==> config.mk <==
export PLATFORM = sky130hd
export DESIGN_NAME = dsp_avg_flat
export DESIGN_NICKNAME = d
export VERILOG_FILES = /design/src/rtl/dsp_avg_pkg.sv /design/src/rtl/dsp_avg_if.sv /design/src/rtl/dsp_avg_chan.sv /design/src/rtl/dsp_avg.sv /design/src/flat_wrapper.sv
export SDC_FILE = /design/constraint.sdc
export NUM_CORES = 2
export LEC_CHECK = 0
export ABC_AREA = 1
export BUFFER_PORTS_ARGS = -buffer_cell sky130_fd_sc_hd__buf_2
export CELL_PAD_IN_SITES_DETAIL_PLACEMENT = 1
export CELL_PAD_IN_SITES_GLOBAL_PLACEMENT = 1
export CORE_MARGIN = 3
export CORE_UTILIZATION = 40
export CTS_CLUSTER_SIZE = 40
export DETAILED_ROUTE_END_ITERATION = 10
export GPL_TIMING_DRIVEN = 0
export PLACE_DENSITY = 0.79
export SLEW_MARGIN = 10
export SYNTH_ARGS = -nofsm -noshare
export SYNTH_HDL_FRONTEND = slang
export SYNTH_SLANG_ARGS = --single-unit
==> constraint.sdc <==
create_clock -name clk -period 15.2 [get_ports clk]
set_input_delay 1.52 -clock clk [delete_from_list [all_inputs] [get_ports clk]]
set_output_delay 1.52 -clock clk [all_outputs]
set_load 0.1 [all_outputs]
==> src/rtl/dsp_avg_pkg.sv <==
// Shared definitions for the dsp_avg frame averager: width defaults,
// FSM state encoding and the phase wrap helper.
package dsp_avg_pkg;

  localparam int MW_DEF   = 20;
  localparam int PW_DEF   = 21;
  localparam int MAXL_DEF = 8;

  typedef enum logic {
    IDLE,
    ACCUM
  } state_t;

  // Reduce a wide phase value modulo 2^PW (full scale = 2*pi).
  function automatic logic [PW_DEF-1:0] wrap_PW(input logic [PW_DEF+MAXL_DEF-1:0] x);
    return PW_DEF'(x);
  endfunction

endpackage

==> src/rtl/dsp_avg_if.sv <==
// Readout-side bundle of dsp_avg: averaged magnitudes/phases, the
// valid/ready handshake and the overrun counter.
interface dsp_avg_if
  import dsp_avg_pkg::*;
#(
  parameter int MW = MW_DEF,
  parameter int PW = PW_DEF
);
  logic [MW-1:0] avg_mag_ref;
  logic [MW-1:0] avg_mag_a;
  logic [MW-1:0] avg_mag_b;
  logic [MW-1:0] avg_mag_c;
  logic [PW-1:0] avg_phase_ref;
  logic [PW-1:0] avg_phase_a;
  logic [PW-1:0] avg_phase_b;
  logic [PW-1:0] avg_phase_c;
  logic          out_valid;
  logic          out_ready;
  logic [15:0]   overrun_cnt;

  modport master (
    output avg_mag_ref, avg_mag_a, avg_mag_b, avg_mag_c,
    output avg_phase_ref, avg_phase_a, avg_phase_b, avg_phase_c,
    output out_valid, overrun_cnt,
    input  out_ready
  );

  modport slave (
    input  avg_mag_ref, avg_mag_a, avg_mag_b, avg_mag_c,
    input  avg_phase_ref, avg_phase_a, avg_phase_b, avg_phase_c,
    input  out_valid, overrun_cnt,
    output out_ready
  );

endinterface

==> src/rtl/dsp_avg_chan.sv <==
// One magnitude+phase accumulator pair. Phase is accumulated as the
// wrapped difference from the first frame (p0) of the window, so the
// average is immune to the +/-pi seam.
module dsp_avg_chan
  import dsp_avg_pkg::*;
#(
  parameter int MW   = MW_DEF,
  parameter int PW   = PW_DEF,
  parameter int MAXL = MAXL_DEF
) (
  input  logic          clk,
  input  logic          reset,
  input  logic          load,
  input  logic          add,
  input  logic [3:0]    shift,
  input  logic [MW-1:0] mag_in,
  input  logic [PW-1:0] phase_in,
  output logic [MW-1:0] mag_res,
  output logic [PW-1:0] phase_res
);

  localparam int MAW = MW + MAXL;
  localparam int PAW = PW + MAXL;

  logic [MAW-1:0]        acc_mag;
  logic signed [PAW-1:0] acc_ph;
  logic [PW-1:0]         p0;
  logic [PW-1:0]         diff;
  logic signed [PAW-1:0] ph_sh;

  assign diff = phase_in - p0;

  // First frame seeds magnitude and p0; later frames accumulate.
  always_ff @(posedge clk or posedge reset) begin
    if (reset) begin
      acc_mag <= '0;
      acc_ph  <= '0;
      p0      <= '0;
    end else if (load) begin
      acc_mag <= {{MAXL{1'b0}}, mag_in};
      acc_ph  <= '0;
      p0      <= phase_in;
    end else if (add) begin
      acc_mag <= acc_mag + {{MAXL{1'b0}}, mag_in};
      acc_ph  <= acc_ph + {{MAXL{diff[PW-1]}}, diff};
    end
  end

  assign mag_res   = MW'(acc_mag >> shift);
  assign ph_sh     = acc_ph >>> shift;
  assign phase_res = wrap_PW(PAW'(ph_sh + {{MAXL{1'b0}}, p0}));

endmodule

==> src/rtl/dsp_avg.sv <==
// Frame averager: accumulates 2^avg_log2 frames of ref/a/b/c magnitude
// and phase, presents the average over a valid/ready handshake and
// drops results that arrive while the previous one is still held.
// Optional: define DSP_AVG_OVERRUN_CNT_EN to build the overrun counter.
module dsp_avg
  import dsp_avg_pkg::*;
#(
  parameter int MW   = MW_DEF,
  parameter int PW   = PW_DEF,
  parameter int MAXL = MAXL_DEF
) (
  input  logic          clk,
  input  logic          reset,
  input  logic          in_strobe,
  input  logic [MW-1:0] mag_ref,
  input  logic [MW-1:0] mag_a,
  input  logic [MW-1:0] mag_b,
  input  logic [MW-1:0] mag_c,
  input  logic [PW-1:0] phase_ref,
  input  logic [PW-1:0] phase_a,
  input  logic [PW-1:0] phase_b,
  input  logic [PW-1:0] phase_c,
  input  logic [3:0]    avg_log2,
  dsp_avg_if.master     bus
);

  state_t                state;
  logic [3:0]            l_cur;
  logic [3:0]            l_new;
  logic [MAXL-1:0]       cnt;
  logic                  done_q;
  logic                  load;
  logic                  add;
  logic [3:0][MW-1:0]    mag_in_v;
  logic [3:0][PW-1:0]    ph_in_v;
  logic [3:0][MW-1:0]    mag_res_v;
  logic [3:0][PW-1:0]    ph_res_v;
  logic [3:0][MW-1:0]    mag_q;
  logic [3:0][PW-1:0]    ph_q;
  logic                  valid_q;
  logic                  accept;

  assign l_new    = (avg_log2 > 4'(MAXL)) ? 4'(MAXL) : avg_log2;
  assign load     = in_strobe && (state == IDLE);
  assign add      = in_strobe && (state == ACCUM);
  assign mag_in_v = {mag_c, mag_b, mag_a, mag_ref};
  assign ph_in_v  = {phase_c, phase_b, phase_a, phase_ref};

  for (genvar c = 0; c < 4; c++) begin : g_chan
    dsp_avg_chan #(.MW(MW), .PW(PW), .MAXL(MAXL)) u_chan (
      .clk       (clk),
      .reset     (reset),
      .load      (load),
      .add       (add),
      .shift     (l_cur),
      .mag_in    (mag_in_v[c]),
      .phase_in  (ph_in_v[c]),
      .mag_res   (mag_res_v[c]),
      .phase_res (ph_res_v[c])
    );
  end

  // Window sequencing: latch L at window start, count frames, flag completion.
  always_ff @(posedge clk or posedge reset) begin
    if (reset) begin
      state  <= IDLE;
      l_cur  <= '0;
      cnt    <= '0;
      done_q <= 1'b0;
    end else begin
      done_q <= 1'b0;
      case (state)
        IDLE: begin
          if (in_strobe) begin
            l_cur <= l_new;
            cnt   <= MAXL'((32'd1 << l_new) - 32'd1);
            if (l_new == 4'd0) begin
              done_q <= 1'b1;
            end else begin
              state <= ACCUM;
            end
          end
        end
        ACCUM: begin
          if (in_strobe) begin
            cnt <= cnt - 1'b1;
            if (cnt == MAXL'(1)) begin
              done_q <= 1'b1;
              state  <= IDLE;
            end
          end
        end
        default: state <= IDLE;
      endcase
    end
  end

  // A completed window is taken only if the output slot is free or being emptied now.
  assign accept = done_q && (!valid_q || bus.out_ready);

  // Output slot: a same-cycle load wins over the consumer's clear.
  always_ff @(posedge clk or posedge reset) begin
    if (reset) begin
      valid_q <= 1'b0;
      mag_q   <= '0;
      ph_q    <= '0;
    end else if (accept) begin
      valid_q <= 1'b1;
      mag_q   <= mag_res_v;
      ph_q    <= ph_res_v;
    end else if (valid_q && bus.out_ready) begin
      valid_q <= 1'b0;
    end
  end

`ifdef DSP_AVG_OVERRUN_CNT_EN
  logic [15:0] ovr_q;

  // Count dropped windows, saturating.
  always_ff @(posedge clk or posedge reset) begin
    if (reset) begin
      ovr_q <= '0;
    end else if (done_q && !accept && (ovr_q != '1)) begin
      ovr_q <= ovr_q + 16'd1;
    end
  end

  assign bus.overrun_cnt = ovr_q;
`else
  assign bus.overrun_cnt = '0;
`endif

  assign bus.avg_mag_ref   = mag_q[0];
  assign bus.avg_mag_a     = mag_q[1];
  assign bus.avg_mag_b     = mag_q[2];
  assign bus.avg_mag_c     = mag_q[3];
  assign bus.avg_phase_ref = ph_q[0];
  assign bus.avg_phase_a   = ph_q[1];
  assign bus.avg_phase_b   = ph_q[2];
  assign bus.avg_phase_c   = ph_q[3];
  assign bus.out_valid     = valid_q;

endmodule

==> src/flat_wrapper.sv <==
// flat-port wrapper written by rule: the top's interface ports become plain ports
module dsp_avg_flat import dsp_avg_pkg::*;
#(
  parameter int MW   = MW_DEF,
  parameter int PW   = PW_DEF,
  parameter int MAXL = MAXL_DEF
)
  (clk, reset, in_strobe, mag_ref, mag_a, mag_b, mag_c, phase_ref, phase_a, phase_b, phase_c, avg_log2, bus_avg_mag_ref, bus_avg_mag_a, bus_avg_mag_b, bus_avg_mag_c, bus_avg_phase_ref, bus_avg_phase_a, bus_avg_phase_b, bus_avg_phase_c, bus_out_valid, bus_overrun_cnt, bus_out_ready);
  dsp_avg_if #(.MW(MW), .PW(PW)) bus_i ();
  input  logic clk;
  input  logic reset;
  input  logic in_strobe;
  input  logic [MW-1:0] mag_ref;
  input  logic [MW-1:0] mag_a;
  input  logic [MW-1:0] mag_b;
  input  logic [MW-1:0] mag_c;
  input  logic [PW-1:0] phase_ref;
  input  logic [PW-1:0] phase_a;
  input  logic [PW-1:0] phase_b;
  input  logic [PW-1:0] phase_c;
  input  logic [3:0] avg_log2;
  output wire logic [$bits(bus_i.avg_mag_ref)-1:0] bus_avg_mag_ref;
  output wire logic [$bits(bus_i.avg_mag_a)-1:0] bus_avg_mag_a;
  output wire logic [$bits(bus_i.avg_mag_b)-1:0] bus_avg_mag_b;
  output wire logic [$bits(bus_i.avg_mag_c)-1:0] bus_avg_mag_c;
  output wire logic [$bits(bus_i.avg_phase_ref)-1:0] bus_avg_phase_ref;
  output wire logic [$bits(bus_i.avg_phase_a)-1:0] bus_avg_phase_a;
  output wire logic [$bits(bus_i.avg_phase_b)-1:0] bus_avg_phase_b;
  output wire logic [$bits(bus_i.avg_phase_c)-1:0] bus_avg_phase_c;
  output wire logic [$bits(bus_i.out_valid)-1:0] bus_out_valid;
  output wire logic [$bits(bus_i.overrun_cnt)-1:0] bus_overrun_cnt;
  input wire logic [$bits(bus_i.out_ready)-1:0] bus_out_ready;
  assign bus_avg_mag_ref = bus_i.avg_mag_ref;
  assign bus_avg_mag_a = bus_i.avg_mag_a;
  assign bus_avg_mag_b = bus_i.avg_mag_b;
  assign bus_avg_mag_c = bus_i.avg_mag_c;
  assign bus_avg_phase_ref = bus_i.avg_phase_ref;
  assign bus_avg_phase_a = bus_i.avg_phase_a;
  assign bus_avg_phase_b = bus_i.avg_phase_b;
  assign bus_avg_phase_c = bus_i.avg_phase_c;
  assign bus_out_valid = bus_i.out_valid;
  assign bus_overrun_cnt = bus_i.overrun_cnt;
  assign bus_i.out_ready = bus_out_ready;
  dsp_avg #(.MW(MW), .PW(PW), .MAXL(MAXL)) u_core (.clk(clk), .reset(reset), .in_strobe(in_strobe), .mag_ref(mag_ref), .mag_a(mag_a), .mag_b(mag_b), .mag_c(mag_c), .phase_ref(phase_ref), .phase_a(phase_a), .phase_b(phase_b), .phase_c(phase_c), .avg_log2(avg_log2), .bus(bus_i));
endmodule
==> reports/results.txt <==
outcome -> complete, no violations
Post-CTS Setup Inserts -> 0
Initial Utilization -> 0.407
Area growth syn-to-layout -> 13.6%
largest cells by area after synthesis -> dfrtp_1 26%, nand2_1 17%, ha_1 9.3%
Avg Cell Area, Syn -> 6.38 um2
CTS root buf -> clkbuf_16
drt drc -> 0
row cnt -> 125
io pins -> 353
Slew Limit Fails -> 0
core area -> 117000 um2
Total GRT Usage -> 0.473
share of layout cells above drive strength 1 -> 0.0858
Die Wd -> 351 um
RSZ-0062 raised after global routing -> no
setup TNS -> 0 ns
post-route ant nets -> 0
TritonCTS Buffers -> 68
top cells by count, synth -> 2162 x nand2_1, 853 x o21ai_0, 741 x inv_1, 630 x nor2_1, 558 x a21oi_1
CP top delay family -> buffers and inverters
CP dominant cell by count -> nand2_1
TritonRoute pass-1 iters -> 6
Synth cell types -> 55
initial antenna violation count -> 33
slew margin rel. -> 0.0403
GRT overflow -> 0
HPWL after detailed placement -> 241000 um
Max-Cap Viols -> 0
drt total wl -> 301000 um
Skew-Pair Late Insertion Delay -> 0.70 ns
Post-synth EDFFs -> 0
Worst Setup End Kind -> register
Tightest Pin Transition -> 1.42 ns
Longest Clk Path Bufs -> 3
Tmin final -> 5.92 ns
# setup viols final -> 0
clock input transition at the sequential cells of the worst setup and hold paths -> 0.06 ns
layout net count -> 8447
sequential share of the synthesized area -> 0.258
hold_buf cts -> 0
synthesized cell area -> 47600 um2
post-synth top area cell -> dfrtp_1
nature of the critical path startpoint -> register
CTS tree -> built
period utilisation layout -> 0.390
WP buf/inv -> 6
count leader, synth -> nand2_1
Cell Chain, Critical Path -> buf_2, inv_2, clkbuf_1, clkbuf_1, o21ai_0, o21ai_0, ha_1, inv_1, fa_1, inv_1, nand3_1, nand2_1, nand2_1, nand2_1, nand3_1, nand2_1, nand3_1, nand2_1, xor2_1, nand2_1, nand2_1
first-pass GRT wire length -> 418000 um
Synth Flop Type -> dfrtp_1
clock sinks -> 491
Die Y -> 351 um
CP peak stage delay -> 0.98 ns
clock skew -> 0.0252 ns
largest fanout on the critical path -> 10
via/cell ratio -> 6.34
Synth top area share -> 0.258
Seq cells post-synth -> 491
FMAX -> 0.169 GHz
HP Class -> reg2reg
die area -> 123000 um2
critical path arrival -> 6.56 ns
FFs w/ async S/R, synth -> 1.00
routed len/inst -> 31.6 um
CTS H-tree lvls -> 3
Yosys warning count -> 0
1st-iter DRT viols -> 7730
vias in the first global route -> 58.0k
largest net degree at the start of global routing -> 38
critical path required time -> 15.83 ns
Crit Path Class -> reg2reg
Port Buffers -> 335
Vias -> 60.3k
Fin. Hold Viols -> 0
post-CTS resize count -> 0
Worst path slowest cell -> clkbuf_1
Cells after Synth -> 7467
GP Congestion -> 1.11
[per-layer routing]
| metal | global-route usage | vias to the layer above | wire [um] |
|---|---|---|---|
| li1 | - | 25900 | - |
| met1 | 0.630 | 29700 | 124000 |
| met2 | 0.660 | 3875 | 118000 |
| met3 | 0.185 | 812 | 41200 |
| met4 | 0.233 | 14 | 17200 |
| met5 | 0 | - | 120 |
[path summary, 6_finish.rpt]
kind	from	end	slack (ns)	cells past startpoint
min reg2reg	u_core.bus.avg_phase_b[11]	u_core.bus.avg_phase_b[11]	0.47	2
min	u_core.bus.avg_phase_b[11]	u_core.bus.avg_phase_b[11]	0.47	2
min in group asynchronous	reset	u_core.bus.avg_mag_a[12]	0.76	2
max reg2reg	u_core.l_cur[3]	u_core.bus.avg_phase_a[16]	9.28	21
max	u_core.l_cur[3]	u_core.bus.avg_phase_a[16]	9.28	21
max in group asynchronous	reset	u_core.g_chan[3].u_chan.acc_ph[25]	12.88	7
[registers in the layout, indices dropped and copies added, names as in the netlist]
register	cells
u_core.bus.avg_phase_c	21
u_core.bus.avg_mag_a	20
u_core.bus.avg_mag_ref	20
u_core.bus.avg_phase_b	21
u_core.done_q	1
u_core.cnt	8
u_core.state	1
u_core.g_chan.u_chan.acc_ph	116
u_core.bus.avg_mag_c	20
u_core.bus.avg_phase_a	21
u_core.bus.avg_phase_ref	21
u_core.l_cur	4
u_core.g_chan.u_chan.acc_mag	112
u_core.g_chan.u_chan.p0	84
u_core.bus.avg_mag_b	20
u_core.bus.out_valid	1
[worst register-to-register path: cells and delay by family, from the launching register on]
family / cells / cell delay, ns
buf+inv: 6 / 2.49
xor+xnor: 1 / 0.18
simple gates: 10 / 1.06
flops: 1 / 0.38
fa+ha+maj: 2 / 0.78
compound gates: 2 / 0.99
[placed cells by master, fill, tap and decap left out, types with 68 or more instances in the layout]
cell / Yosys / layout
inv_1: 741 / 740
a31oi_1: 68 / 68
nor2_1: 630 / 630
nand4_1: 82 / 82
o21ai_0: 853 / 852
dfrtp_1: 491 / 491
mux2i_1: 82 / 82
buf_2: 93 / 430
o211ai_1: 78 / 78
clkbuf_16: 0 / 69
clkbuf_1: 111 / 104
nand2_1: 2162 / 2162
o21ai_1: 183 / 184
nor3_1: 68 / 68
nand3_1: 353 / 353
a21oi_1: 558 / 558
ha_1: 355 / 355
[stage by stage]
| step | hold slack (ns) | instances | setup slack, ns | instance area (um2) | utilization |
|---|---|---|---|---|---|
| after floorplan | 0.459 | 7482 | 7.02 | 47700 | - |
| final | 0.475 | 9508 | 9.28 | 54100 | 0.462 |
| after CTS | 0.479 | 9481 | 9.56 | 54000 | 0.461 |
| after global placement | 0.460 | 9341 | 3.30 | 51300 | 0.438 |
| after global routing | 0.502 | 9483 | 9.10 | 54000 | 0.461 |
| after detailed placement | 0.463 | 9358 | 9.55 | 51700 | 0.441 |
[final cells by class]
cell class	instances	area [um2]
Sequential cell	491	12300
Inverter	747	2810
Buffer	298	1490
Clock buffer	96	2050
Fill cell	15900	63000
Multi-Input combinational cell	5946	31100
Clock inverter	27	334
Tap cell	1524	1910
Timing Repair Buffer	352	2020
Antenna cell	27	67.6
[cells by family after synthesis]
group	after synthesis	synth area share
simple gates	3394	0.288
compound gates	1960	0.224
buf+inv	1045	0.0897
flops	491	0.258
fa+ha+maj	371	0.0999
xor+xnor	123	0.0226
mux	82	0.0172
other cells	1	0.0000787
Power is left out: the tool's default activity adds up to more than one toggle a clock period on the data nets, which glitch-free logic cannot reach.
